`src/rtl/mem_stage.sv`:
```
// Memory-access stage: forwards ALU results, runs loads/stores against a
// variable-latency data memory, and freezes after HALT or a misaligned access.
module mem_stage (
    input  logic        clk,
    input  logic        rst_n,
    input  logic        ex_valid,
    output logic        ex_ready,
    input  logic [15:0] ex_res,
    input  logic [15:0] ex_st_data,
    input  logic        ex_mem_rd,
    input  logic        ex_mem_wr,
    input  logic        ex_halt,
    input  logic        ex_wr_en,
    input  logic [2:0]  ex_wr_reg,
    output logic        dmem_req,
    output logic        dmem_wr,
    output logic [15:0] dmem_addr,
    output logic [15:0] dmem_wdata,
    input  logic [15:0] dmem_rdata,
    input  logic        dmem_done,
    output logic        wb_valid,
    output logic [15:0] wb_data,
    output logic        wb_wr_en,
    output logic [2:0]  wb_wr_reg,
    output logic        wb_halt,
    output logic        err
);

    typedef enum logic [1:0] {
        IDLE   = 2'd0,
        WAIT   = 2'd1,
        HALTED = 2'd2
    } state_t;

    state_t     state;
    state_t     state_next;
    logic       accept;
    logic       mem_op;
    logic       misaligned;
    logic       pend_wr_en;
    logic [2:0] pend_reg;

    assign accept     = ex_valid && (state == IDLE);
    assign mem_op     = ex_mem_rd || ex_mem_wr;
    assign misaligned = ex_res[0];

    always_ff @(posedge clk or negedge rst_n) begin
        if (!rst_n) begin
            state <= IDLE;
        end else begin
            state <= state_next;
        end
    end

    always_comb begin
        state_next = state;
        case (state)
            IDLE: begin
                if (accept) begin
                    if (ex_halt) begin
                        state_next = HALTED;
                    end else if (mem_op) begin
                        state_next = misaligned ? HALTED : WAIT;
                    end
                end
            end
            WAIT: begin
                if (dmem_done) begin
                    state_next = IDLE;
                end
            end
            HALTED: state_next = HALTED;
            default: state_next = IDLE;
        endcase
    end

    // Request follows state directly so a reset in WAIT drops it immediately.
    always_comb begin
        ex_ready = 1'b0;
        dmem_req = 1'b0;
        case (state)
            IDLE: ex_ready = 1'b1;
            WAIT: dmem_req = 1'b1;
            default: begin
                ex_ready = 1'b0;
                dmem_req = 1'b0;
            end
        endcase
    end

    always_ff @(posedge clk or negedge rst_n) begin
        if (!rst_n) begin
            dmem_wr    <= 1'b0;
            dmem_addr  <= 16'h0000;
            dmem_wdata <= 16'h0000;
            pend_wr_en <= 1'b0;
            pend_reg   <= 3'd0;
            wb_valid   <= 1'b0;
            wb_data    <= 16'h0000;
            wb_wr_en   <= 1'b0;
            wb_wr_reg  <= 3'd0;
            wb_halt    <= 1'b0;
            err        <= 1'b0;
        end else begin
            wb_valid <= 1'b0;
            wb_wr_en <= 1'b0;
            wb_halt  <= 1'b0;
            if (accept) begin
                if (ex_halt) begin
                    wb_valid <= 1'b1;
                    wb_halt  <= 1'b1;
                end else if (mem_op && misaligned) begin
                    wb_valid <= 1'b1;
                    wb_halt  <= 1'b1;
                    err      <= 1'b1;
                end else if (mem_op) begin
                    dmem_wr    <= ex_mem_wr;
                    dmem_addr  <= ex_res;
                    dmem_wdata <= ex_st_data;
                    pend_wr_en <= ex_wr_en && !ex_mem_wr;
                    pend_reg   <= ex_wr_reg;
                end else begin
                    wb_valid  <= 1'b1;
                    wb_data   <= ex_res;
                    wb_wr_en  <= ex_wr_en;
                    wb_wr_reg <= ex_wr_reg;
                end
            end else if ((state == WAIT) && dmem_done) begin
                // Stores retire with their address as the result value.
                wb_valid  <= 1'b1;
                wb_data   <= dmem_wr ? dmem_addr : dmem_rdata;
                wb_wr_en  <= pend_wr_en;
                wb_wr_reg <= pend_reg;
            end
        end
    end

endmodule

```
`config.mk`:
```
export PLATFORM = sky130hd
export DESIGN_NAME = mem_stage
export DESIGN_NICKNAME = d
export VERILOG_FILES = /design/src/rtl/mem_stage.sv
export SDC_FILE = /design/constraint.sdc
export NUM_CORES = 1
export LEC_CHECK = 0
export BUFFER_PORTS_ARGS = -buffer_cell sky130_fd_sc_hd__buf_2
export CAP_MARGIN = 20
export CORE_AREA = 2 2 108 110
export DETAILED_ROUTE_END_ITERATION = 7
export DIE_AREA = 0 0 110 112
export SETUP_SLACK_MARGIN = 0.3
export SLEW_MARGIN = 30
export SYNTH_ARGS = -nofsm -noshare
export SYNTH_HDL_FRONTEND = slang
export SYNTH_SLANG_ARGS = --single-unit
```
`constraint.sdc`:
```
create_clock -name clk -period 1.9 [get_ports clk]
set_input_delay 0.38 -clock clk [delete_from_list [all_inputs] [get_ports clk]]
set_output_delay 0.38 -clock clk [all_outputs]
set_load 0.01 [all_outputs]
```
==> metrics.md, run 1 <==
| Metric | Value |
|---|---|
| First-pass GRT wire length | `12100 µm` |
| Synthesized area | `2750 µm²` |
| Internal power | `3240 µW` |
| Layout Nets | `395` |
| CP max stage cell | `or3_4` |
| Hold Crit Class | `input port to async pin` |
| Final period util | `94.4%` |
| Boundary pin count | `117` |
| ANT cells | `0` |
| Final cell count without fillers | `484` |
| Estimated wirelength of the detail-placed design | `5050 µm` |
| Clock power share | `46.2%` |
| Max_cap viols | `0` |
| Critical-path cell list | `or3b_4, buf_6, or3_4, o221a_4` |
| Vias/cell | `4.45` |
| Clock latency on the worst-skew pair | `320 ps` |
| Share of cells above drive strength 1 | `65.1%` |
| Commonest non-fill, non-tap cell in the layout | `buf_2` |
| Syn Inst Count | `193` |
| Initial core utilization | `24.6%` |
| 1st-pass router iterations | `3` |
| Dpl cell area | `3700 µm²` |
| Pwr Total | `4220 µW` |
| Final ANT Viol Nets | `0` |
| Vias in the first global route | `2256` |
| CP Launch Type | `flip-flop` |
| Gpl congestion | `0.718` |
| Core Area | `11200 µm²` |
| Pwr dens | `970 nW/µm²` |
| Rows | `39` |
| Min Tclk post-route | `1790 ps` |
| Port bufs | `116` |
| WL per Instance | `16.8 µm` |
| Slew HR | `75.6%` |
| Routed wire length | `8150 µm` |
| CTS clk-pin slew, worst paths | `50 ps` |
| Tightest Pin Transition | `366 ps` |
| Lkg Pwr | `0.00214 µW` |
| Clk root buf | `clkbuf_16` |
| Initial antenna violation count | `0` |
| RSZ-0062 raised after global routing | `yes` |
| Final Slew Violations | `0` |
| Maximum vdd drop | `0.426 mV` |
| CTS tree | `done` |
| Placed insts | `455` |
| Logic pwr share | `16.1%` |
| Synth Register Bits | `62` |
| Cts hold-fix bufs | `0` |
| Via count | `2153` |
| Syn-to-layout area delta | `58.2%` |
| CTS H-tree depth | `3` |
| CP max FO | `5` |
| Fin. Hold Viols | `0` |
| CTS max path bufs | `2` |
| Worst Path Arrival | `2000 ps` |
| Die area | `12300 µm²` |
| Most frequent cells in the layout | `buf_2 (116), dfrtp_1 (61), mux2_4 (35), nand2_1 (17), o221a_4 (17)` |
| Fin Clk Skew | `7.18 ps` |
| Yosys warning count | `0` |
| Worst setup EP type | `flip-flop` |
| Largest net degree at the start of global routing | `63` |
| Die Ht | `112 µm` |
| Syn_area_per_cell | `14.3 µm²` |
| CTS sink cnt | `62` |
| Data required, critical path | `2100 ps` |
| Critical path class | `flip-flop to flip-flop` |
| Post-layout instance area | `4350 µm²` |
| Net switching power | `983 µW` |
| GRT Overall Usage | `13.0%` |
| Setup violations, final | `0` |
| Remaining DRCs | `0` |
| CP max stage delay | `440 ps` |
| Hold WS | `32.6 ps` |
| DR iter-0 viols | `43` |
| CTS Buf Count | `9` |
| Sequential element share of the synthesized area | `56.4%` |
| Syn Nets | `252` |
| R2R setup slack | `110 ps` |
| Net Sw Frac | `23.3%` |
| GRT overflow | `0` |
| Fmax | `557 MHz` |
| Status | `completed` |
| Biggest regs | `dmem_addr: 16 flops, dmem_wdata: 16 flops, wb_data: 16 flops` |
| Chip Width | `110 µm` |
| Flop pwr share | `37.8%` |
| Netlist cell types | `32` |
-- power by group through the flow --
| stage | clock network (µW) | registers [µW] | logic [µW] |
|---|---|---|---|
| 3_3_place_gp | 0 | 1600 | 629 |
| 5_1_grt | 2070 | 1620 | 731 |
| 4_1_cts | 2000 | 1590 | 652 |
| 6_report | 1950 | 1600 | 679 |
| 2_1_floorplan | 0 | 1660 | 271 |
| 3_5_place_dp | 0 | 1610 | 644 |
-- critical path: cells and delay by family (launching register included) --
kind,cells,cell delay [ps]
and+or+nand+nor,2,870
DFF,1,380
AOI/OAI and AO/OA,1,280
buffers and inverters,1,150
-- synth_stat cells, drive strengths merged --
master,n,area (µm²)
dfrtp,62,1550
mux2,37,454
o221a,18,203
nand2,17,63.8
mux2i,15,150
buf,9,104
inv,5,18.8
clkbuf,4,15.0
nor2,4,15.0
a21oi,3,15.0
nand2b,3,18.8
nor2b,2,12.5
o21ai,2,10.0
a21o,1,7.51
and3b,1,8.76
nand3,1,5.00
nand3b,1,7.51
nor3,1,5.00
nor4,1,21.3
o221ai,1,8.76
o31ai,1,21.3
o41ai,1,8.76
or2,1,6.26
or3,1,11.3
or3b,1,8.76
-- per-layer routing --
layer / track usage [%] / vias to the layer above / part of all wire, %
met3: 3.86 / 9 / 5.1
met4: 3.04 / 0 / 1.5
met2: 20.9 / 67 / 48
met1: 17.0 / 1082 / 45
met5: 0 / - / 0
li1: - / 995 / -
-- cell families after synthesis --
group                  share of synthesized area [%]
AOI/OAI and AO/OA                               9.96
buffers and inverters                           5.00
DFF                                             56.4
muxes                                           22.0
and+or+nand+nor                                 6.68
-- path summary, 6_finish.rpt --
kind | from | to | depth (start not counted)
worst max-delay path | state[0] | wb_wr_reg[0] | 4
worst min-delay path | rst_n | wb_data[2] | 2
worst max register to register | state[0] | wb_wr_reg[0] | 4
worst min register to register | err | err | 2
max in group asynchronous | rst_n | dmem_wr | 2
min in group clk | ex_st_data[6] | dmem_wdata[6] | 2
-- what timing repair did --
item	4_1_cts	5_1_grt
endpoints found under the hold margin	0	0
pin swaps	0	7
setup endpoints to repair	58	57
gates resized for setup	13	32
buffers inserted	5	2
cloned	3	3
-- stage by stage --
step | utilization, % | worst slack, ps | TNS, ps
final | 39.0 | 106 | 0
after global routing | 39.0 | 58.9 | 0
after CTS | 37.3 | 59.7 | 0
after detailed placement | 33.1 | -155 | -5770
after global placement | 33.1 | -92.4 | -3290
after floorplan | - | 5.30 | 0
-- layout make-up --
| cell class | count | area [µm²] |
|---|---|---|
| inverters | 5 | 18.8 |
| multi-input cells | 116 | 1350 |
| repair buffers | 142 | 893 |
| fillers | 1085 | 6820 |
| flip-flops and latches | 62 | 1550 |
| clock inverters | 5 | 105 |
| well taps | 143 | 179 |
| clock buffers | 11 | 253 |
Power figures use the tool's default switching activity.
==> run 2: changes to the inputs <==
==> constraint.sdc (replaced) <==
create_clock -name clk -period 2 [get_ports clk]
set_input_delay 0.4 -clock clk [delete_from_list [all_inputs] [get_ports clk]]
set_output_delay 0.4 -clock clk [all_outputs]
set_load 0.01 [all_outputs]
==> run 2 against run 1 <==
Effect of this change: first-iteration DRC count is 33% higher; clock skew down 1.2 ps; utilization fell by 0.25 points; final cell count down 0.41%; final area shrank 0.63%; via count down 0.51%; count of clock-buffer cells in the layout grew 2; combinational power shrank 5.7%; critical path type unchanged; critical endpoint is now dmem_wdata[2].
==> metrics.md, run 2 (synthesis gave the netlist of run 1 again) <==
| Metric | Value |
|---|---|
| Min Tclk post-route | `1810 ps` |
| Biggest regs | `dmem_addr: 16 flops, dmem_wdata: 16 flops, wb_data: 16 flops` |
| GRT Overall Usage | `13.8%` |
| Net switching power | `886 µW` |
| Logic pwr share | `17.8%` |
| Via count | `2142` |
| Vias in the first global route | `2320` |
| Vias/cell | `4.44` |
| Final ANT Viol Nets | `0` |
| DP Worst Slack | `-42.5 ps` |
| Clk root buf | `clkbuf_16` |
| Net Sw Frac | `24.7%` |
| GRT overflow | `0` |
| Max_cap viols | `0` |
| ANT cells | `0` |
| Commonest non-fill, non-tap cell in the layout | `buf_2` |
| Syn-to-layout area delta | `57.2%` |
| Routed wire length | `8220 µm` |
| Flop pwr share | `42.0%` |
| Die Ht | `112 µm` |
| CTS max path bufs | `2` |
| DR iter-0 viols | `57` |
| Share of cells above drive strength 1 | `64.3%` |
| Fin Clk Skew | `6.00 ps` |
| Core Area | `11200 µm²` |
| Setup violations, final | `0` |
| Internal power | `2710 µW` |
| Lkg Pwr | `0.00214 µW` |
| Layout Nets | `395` |
| CTS sink cnt | `62` |
| CTS Buf Count | `9` |
| Worst path top cell family by delay | `simple AND/OR/NAND/NOR gates` |
| Boundary pin count | `117` |
| Most frequent cells in the layout | `buf_2 (116), dfrtp_1 (62), mux2_4 (36), nand2_1 (17), o221a_4 (16)` |
| 1st-pass router iterations | `4` |
| Rows | `39` |
| First-pass GRT wire length | `12600 µm` |
| Die area | `12300 µm²` |
| Critical path buffers and inverters | `3` |
| Post-layout instance area | `4330 µm²` |
| Cts hold-fix bufs | `0` |
| Clock latency on the worst-skew pair | `330 ps` |
| Critical-path cell list | `or3b_4, nor4_4, buf_4, buf_6, buf_12, mux2_4` |
| Dpl cell area | `3670 µm²` |
| Hold WS | `87.5 ps` |
| Hold Crit Class | `input port to async pin` |
| Maximum vdd drop | `0.462 mV` |
| Setup WS post-layout | `188 ps` |
| Tightest Pin Transition | `345 ps` |
| Port bufs | `116` |
| Largest net degree at the start of global routing | `63` |
| CP Launch Type | `flip-flop` |
| Data required, critical path | `2200 ps` |
| CP max FO | `7` |
| CTS H-tree depth | `3` |
| Remaining DRCs | `0` |
| Pwr dens | `831 nW/µm²` |
| Gpl congestion | `0.789` |
| Worst setup EP type | `flip-flop` |
| Final Slew Violations | `0` |
| Worst R2R Path Depth | `6` |
| WL per Instance | `17.0 µm` |
| Chip Width | `110 µm` |
| RSZ-0062 raised after global routing | `yes` |
| Crit path depth | `6` |
| CTS tree | `done` |
| Final period util | `90.6%` |
| Fin. Hold Viols | `0` |
| Initial core utilization | `24.6%` |
| Fmax | `552 MHz` |
| Critical path class | `flip-flop to flip-flop` |
| R2R setup slack | `190 ps` |
| CTS clk-pin slew, worst paths | `50 ps` |
| CP max stage delay | `420 ps` |
| Worst Path Arrival | `2020 ps` |
| Status | `completed` |
| CP max stage cell | `or3b_4` |
| Initial antenna violation count | `0` |
| Estimated wirelength of the detail-placed design | `5150 µm` |
| Slew HR | `77.0%` |
| Clock power share | `40.2%` |
run 2: through the flow:
stage                     TNS [ps]  total power, µW  instances  utilization [%]
after floorplan                  0             1840        193                -
after global placement           0             2110        451             32.8
after detailed placement      -247             2130        451             32.8
after CTS                        0             3650        479             37.8
after global routing             0             3770        482             38.7
final                            0             3590        482             38.7
run 2: worst paths after layout:
check | from | endpoint
min in group clk | ex_st_data[4] | dmem_wdata[4]
max | state[0] | dmem_wdata[2]
min | rst_n | pend_reg[1]
max in group asynchronous | rst_n | dmem_wdata[13]
max reg2reg | state[0] | dmem_wdata[2]
min reg2reg | err | err
run 2: power by group through the flow:
| stage | logic (µW) | registers [µW] | clock network (µW) |
|---|---|---|---|
| final | 640 | 1510 | 1440 |
| after global routing | 691 | 1530 | 1550 |
| after CTS | 641 | 1510 | 1500 |
| after detailed placement | 609 | 1520 | 0 |
| after global placement | 595 | 1520 | 0 |
| after floorplan | 257 | 1580 | 0 |
run 2: area by class of cell:
cell class / instances / area [µm²]
clock buffers: 13 / 270
clock inverters: 1 / 5.00
fillers: 1074 / 6850
inverters: 5 / 18.8
multi-input cells: 114 / 1320
flip-flops and latches: 62 / 1550
well taps: 143 / 179
repair buffers: 144 / 981
run 2: worst register-to-register path, cell delays in order (launching register included):
cell,delay (ps)
dfrtp_1,370
or3b_4,420
nor4_4,160
buf_4,180
buf_6,120
buf_12,130
mux2_4,300
run 2: what timing repair did:
action / in CTS / in global routing
gates cloned: 4 / 1
resized for setup: 35 / 15
pin swaps: 2 / 4
buffers inserted: 10 / 2
setup endpoints to repair: 55 / 58
run 2: routing by layer:
| metal | vias to the layer above | share of wire (%) | GRT usage (%) |
|---|---|---|---|
| li1 | 992 | - | - |
| met4 | 0 | 1.4 | 4.64 |
| met3 | 10 | 6.8 | 4.92 |
| met2 | 75 | 50 | 22.7 |
| met5 | - | 0 | 0 |
| met1 | 1065 | 42 | 16.6 |
